`src/rtl/lsu_bus_bridge.sv`:
```
// Load/store bridge between the core's DM stage and a valid/ready request + response data bus.
// Holds the core stalled until each access completes, is rejected as misaligned, or times out.
module lsu_bus_bridge #(
   parameter int unsigned TIMEOUT_CYCLES = 255
) (
   input  logic        clk,
   input  logic        reset,
   input  logic        core_rd,
   input  logic        core_wr,
   input  logic [31:0] core_addr,
   input  logic [31:0] core_wdata,
   input  logic [2:0]  core_funct,
   output logic [31:0] core_rdata,
   output logic        core_stall,
   output logic        core_misalign,
   output logic        core_timeout,
   output logic        bus_req_valid,
   input  logic        bus_req_ready,
   output logic        bus_we,
   output logic [31:0] bus_addr,
   output logic [31:0] bus_wdata,
   output logic [3:0]  bus_be,
   input  logic        bus_rsp_valid,
   input  logic [31:0] bus_rsp_data
);
   localparam int unsigned CNT_W = 16;
   localparam logic [CNT_W-1:0] CNT_LAST = CNT_W'(TIMEOUT_CYCLES - 1);

   typedef enum logic [1:0] {IDLE, REQ, RSP, DONE} state_t;

   state_t           state, state_nx;
   logic [CNT_W-1:0] cnt, cnt_nx;
   logic [2:0]       funct, funct_nx;
   logic [1:0]       lane, lane_nx;
   logic             we_nx, misalign_nx, timeout_nx;
   logic [31:0]      addr_nx, wdata_nx, rdata_nx;
   logic [3:0]       be_nx;

   logic             req, misaligned;
   logic [31:0]      wdata_lane, load_ext;
   logic [3:0]       be_lane;
   logic [15:0]      rsp_low;

   assign req           = core_rd | core_wr;
   assign core_stall    = ((state == IDLE) & req) | (state == REQ) | (state == RSP);
   assign bus_req_valid = (state == REQ);

   // Alignment check, store lane replication and byte enables for the incoming access.
   always_comb begin
      wdata_lane = core_wdata;
      be_lane    = 4'b1111;
      misaligned = 1'b0;
      case (core_funct[1:0])
         2'b00: begin
            wdata_lane = {4{core_wdata[7:0]}};
            be_lane    = 4'b0001 << core_addr[1:0];
         end
         2'b01: begin
            wdata_lane = {2{core_wdata[15:0]}};
            be_lane    = 4'b0011 << core_addr[1:0];
            misaligned = core_addr[0];
         end
         default: misaligned = |core_addr[1:0];
      endcase
      if (!core_wr) be_lane = 4'b1111;
   end

   // Load data extraction from the registered lane and size.
   assign rsp_low = 16'(bus_rsp_data >> {lane, 3'b000});

   always_comb begin
      case (funct[1:0])
         2'b00:   load_ext = funct[2] ? {24'h0, rsp_low[7:0]}
                                      : {{24{rsp_low[7]}}, rsp_low[7:0]};
         2'b01:   load_ext = funct[2] ? {16'h0, rsp_low}
                                      : {{16{rsp_low[15]}}, rsp_low};
         default: load_ext = bus_rsp_data;
      endcase
   end

   // Next-state and next-register logic.
   always_comb begin
      state_nx    = state;
      cnt_nx      = cnt;
      funct_nx    = funct;
      lane_nx     = lane;
      we_nx       = bus_we;
      addr_nx     = bus_addr;
      wdata_nx    = bus_wdata;
      be_nx       = bus_be;
      rdata_nx    = core_rdata;
      misalign_nx = 1'b0;
      timeout_nx  = 1'b0;
      case (state)
         IDLE: begin
            if (req) begin
               if (misaligned) begin
                  state_nx    = DONE;
                  misalign_nx = 1'b1;
                  rdata_nx    = 32'h0;
               end else begin
                  state_nx = REQ;
                  we_nx    = core_wr;
                  addr_nx  = {core_addr[31:2], 2'b00};
                  wdata_nx = wdata_lane;
                  be_nx    = be_lane;
                  funct_nx = core_funct;
                  lane_nx  = core_addr[1:0];
               end
            end
         end
         REQ: begin
            cnt_nx = '0;
            if (bus_req_ready) state_nx = RSP;
         end
         RSP: begin
            if (bus_rsp_valid) begin
               state_nx = DONE;
               if (!bus_we) rdata_nx = load_ext;
            end else if (cnt == CNT_LAST) begin
               state_nx   = DONE;
               timeout_nx = 1'b1;
               rdata_nx   = 32'h0;
            end else begin
               cnt_nx = cnt + CNT_W'(1);
            end
         end
         default: state_nx = IDLE;
      endcase
   end

   always_ff @(posedge clk or posedge reset) begin
      if (reset) begin
         state         <= IDLE;
         cnt           <= '0;
         funct         <= '0;
         lane          <= '0;
         bus_we        <= 1'b0;
         bus_addr      <= '0;
         bus_wdata     <= '0;
         bus_be        <= '0;
         core_rdata    <= '0;
         core_misalign <= 1'b0;
         core_timeout  <= 1'b0;
      end else begin
         state         <= state_nx;
         cnt           <= cnt_nx;
         funct         <= funct_nx;
         lane          <= lane_nx;
         bus_we        <= we_nx;
         bus_addr      <= addr_nx;
         bus_wdata     <= wdata_nx;
         bus_be        <= be_nx;
         core_rdata    <= rdata_nx;
         core_misalign <= misalign_nx;
         core_timeout  <= timeout_nx;
      end
   end

endmodule

```
`config.mk`:
```
export PLATFORM = sky130hd
export DESIGN_NAME = lsu_bus_bridge
export DESIGN_NICKNAME = d
export VERILOG_FILES = /design/src/rtl/lsu_bus_bridge.sv
export SDC_FILE = /design/constraint.sdc
export NUM_CORES = 1
export LEC_CHECK = 0
export BUFFER_PORTS_ARGS = -buffer_cell sky130_fd_sc_hd__buf_2
export CAP_MARGIN = 20
export CORE_ASPECT_RATIO = 0.7
export CORE_UTILIZATION = 55
export DETAILED_ROUTE_END_ITERATION = 16
export GPL_ROUTABILITY_DRIVEN = 0
export PLACE_DENSITY = 0.95
export SYNTH_ARGS = -nofsm -noshare
export SYNTH_HDL_FRONTEND = slang
export SYNTH_SLANG_ARGS = --single-unit
```
`constraint.sdc`:
```
create_clock -name clk -period 6.8 [get_ports clk]
set_input_delay 0.34 -clock clk [delete_from_list [all_inputs] [get_ports clk]]
set_output_delay 0.34 -clock clk [all_outputs]
set_load 0.02 [all_outputs]
```
==> impl_metrics.yaml <==
status:
  outcome: "finished clean"
clocking:
  cts_sinks: 124
  postCtsResizedCells: 0
  clk_latency_ns: 0.41
  cts_tree: "done"
  cts_hold_buffers: 0
  cts_buffer_depth: 2
  cts_inserted_buffers: 17
  path_clk_slew_ns: 0.06
  cts_root_buf: "clkbuf_16"
  htree_levels: 4
  post_cts_buffers: 0
sta:
  hold_viol: 0
  fmax_mhz: 360
  finClkSkew_ns: 0.00762
  tightest_slew_ns: 1.01
  setup_violations: 0
  finalCritPeriodShare_pct: 40.8
  maxSlewViolCount: 0
  min_period_ns: 2.78
  rsz0062_at_grt: "no"
  relSlewSlack_pct: 33.0
  tns_ns: 0
placement:
  portBuffers: 207
  placedCellCount: 936
  hpwl_um: 11700
hold_path:
  hold_path_class: "in2async"
layout:
  stdcell_count: 968
  drive_gt1_share_pct: 36.7
  nets: 913
  n_antenna_cell: 0
  area_delta_synth_final_pct: 27.1
drt:
  first_pass_iters: 5
  postRouteAntennaNets: 0
  via_per_inst: 5.68
  routedWlPerCell_um: 17.2
  route.vias.total: 5496
  drt-initial-drc-count: 426
  drc: 0
  wl_um: 16600
global_route:
  grt_usage_pct: 28.5
  grt_pass1_vias: 5278
  grt_max_degree: 94
  antenna_found_initial: 0
  grt_pass1_wl_um: 26200
  gr-total-overflow: 0
synthesis:
  synth_top_cell_area_share_pct: 48.9
  synthCells: 608
  synth.yosys.warnings: 0
  async_flop_share_pct: 100
  synthTopCellsByArea: "dfrtp_1 49%, mux2i_1 5.4%, mux2_2 4.3%"
  synth_top_area_cell: "dfrtp_1"
  netlist_area_um2: 6350
  ys_types: 65
  synth_edf_count: 0
  synth-seq-cells: 124
  avgSynthCellArea_um2: 10.4
  synth_ff_type: "dfrtp_1"
  seq_area_frac_synth_pct: 48.9
job:
  cap_violations: 0
power:
  ir_drop_mv: 0.272
  p_per_area_nw_per_um2: 486
  p_leak_uw: 0.00396
critical_path:
  cpPeakStageDelay_ns: 0.58
  cp.arrival_ns: 3.09
  critPathRequiredTime_ns: 7.11
  critical_path_peak_fanout: 16
  end_kind: "register"
  cp_slowest_cell: "nand4_2"
  critical_path_class: "reg2reg"
  worstSetupStartpointType: "register"
  cp_cell_sequence: "inv_1 -> ha_1 -> nand2_1 -> a2111oi_2 -> nand4_2 -> o211ai_1"
die:
  die_y_um: 91.9
  rows: 32
  io_pins: 210
  dieArea_um2: 12000
  floorplan.initialDensity_pct: 57.0
  coreArea_um2: 11100
  die_w_um: 130
-- cells by family (layout without fill, tap and decap cells) --
kind of cell	count (synthesis)	after routing	synth area share [%]
buffers and inverters	83	289	5.68
XOR/XNOR	1	1	0.138
adder cells (fa/ha/maj)	6	6	1.18
other	1	2	0.0591
flip-flops	124	124	48.9
AND/OR/NAND/NOR	168	168	14.0
AO/OA/AOI/OAI	149	149	17.3
multiplexers	76	76	12.8
-- report_power, final --
part / switching (uW) / internal (uW)
clock: 353 / 621
combinational: 1050 / 628
sequential: 223 / 1040
-- layout by cell type, fill, tap and decap left out, types with 15 or more instances in the layout --
master	Yosys	layout
buf_2	12	207
dfrtp_1	124	124
nand2_1	50	50
inv_1	44	43
nor2_1	36	36
a21oi_1	34	34
mux2i_1	34	34
o21ai_0	33	33
mux2_2	24	24
nand3_1	23	23
mux2_1	18	18
o22ai_1	17	17
clkbuf_16	0	17
nand2b_1	15	15
-- state kept, by name (all words and copies together), names as in the netlist --
register / cells
funct: 3
state: 2
core_misalign: 1
lane: 2
core_timeout: 1
bus_wdata: 32
bus_we: 1
core_rdata: 32
cnt: 16
bus_be: 4
bus_addr: 30
-- final timing paths --
| path | from | end | slack (ns) | cells past startpoint |
|---|---|---|---|---|
| min in group clk | core_addr[6] | bus_addr[6] | 0.14 | 2 |
| max in group asynchronous | reset | bus_be[1] | 5.45 | 3 |
| setup / recovery | state[0] | core_rdata[29] | 4.02 | 6 |
| hold / removal | reset | bus_addr[27] | 0.1 | 2 |
| setup reg to reg | state[0] | core_rdata[29] | 4.02 | 6 |
| hold reg to reg | bus_wdata[16] | bus_wdata[16] | 0.48 | 2 |
-- critical path, delay by kind of cell (launching register included) --
family | cells | cell delay, ns
adders and majority gates | 1 | 0.56
and+or+nand+nor | 2 | 0.87
buffers and inverters | 1 | 0.10
DFF | 1 | 0.41
AOI/OAI and AO/OA | 2 | 0.75
-- metrics by stage --
step           area, um2  power [uW]  hold slack, ns  worst slack, ns  utilization (%)
4_1_cts             8070        3930           0.134             4.07             72.5
2_1_floorplan       6350        2420           0.406             3.16                -
6_report            8070        3920          0.0973             4.02             72.5
3_3_place_gp        7430        2870           0.458             4.24             66.7
3_5_place_dp        7430        2940           0.469             4.07             66.7
5_1_grt             8070        4140           0.142             3.81             72.5
-- final cells by class --
cell class	count	area, um2
Sequential cell	124	3100
Fill cell	807	3060
Multi-Input combinational cell	402	2890
Timing Repair Buffer	213	1080
Clock buffer	17	425
Clock inverter	15	211
Tap cell	153	191
Inverter	44	168
-- synthesized netlist by cell type (all sizes together) (3+ instances only) --
master and count:
a21oi 35, a2bb2oi 8, a311o 3, a311oi 3, and3 3, and4 3
buf 24, clkbuf 15, dfrtp 124, ha 6, inv 44, mux2 42
mux2i 34, nand2 50, nand2b 15, nand3 23, nand4 3, nor2 36
nor2b 11, nor3 4, nor4 4, nor4b 3, o211ai 18, o21ai 34
o22ai 17, o31ai 3, o32a 3, o32ai 6, or3 3, or4 3
-- layer usage --
layer / global-route usage (%) / routed length (um) / part of all wire [%] / vias to the layer above
li1: - / - / - / 2573
met1: 36.9 / 7040 / 42 / 2646
met2: 47.2 / 7990 / 48 / 245
met3: 6.59 / 1270 / 7.6 / 32
met4: 9.48 / 324 / 1.9 / 0
met5: 0 / 0 / 0 / -
No activity file was read; power rests on OpenSTA's default activity.
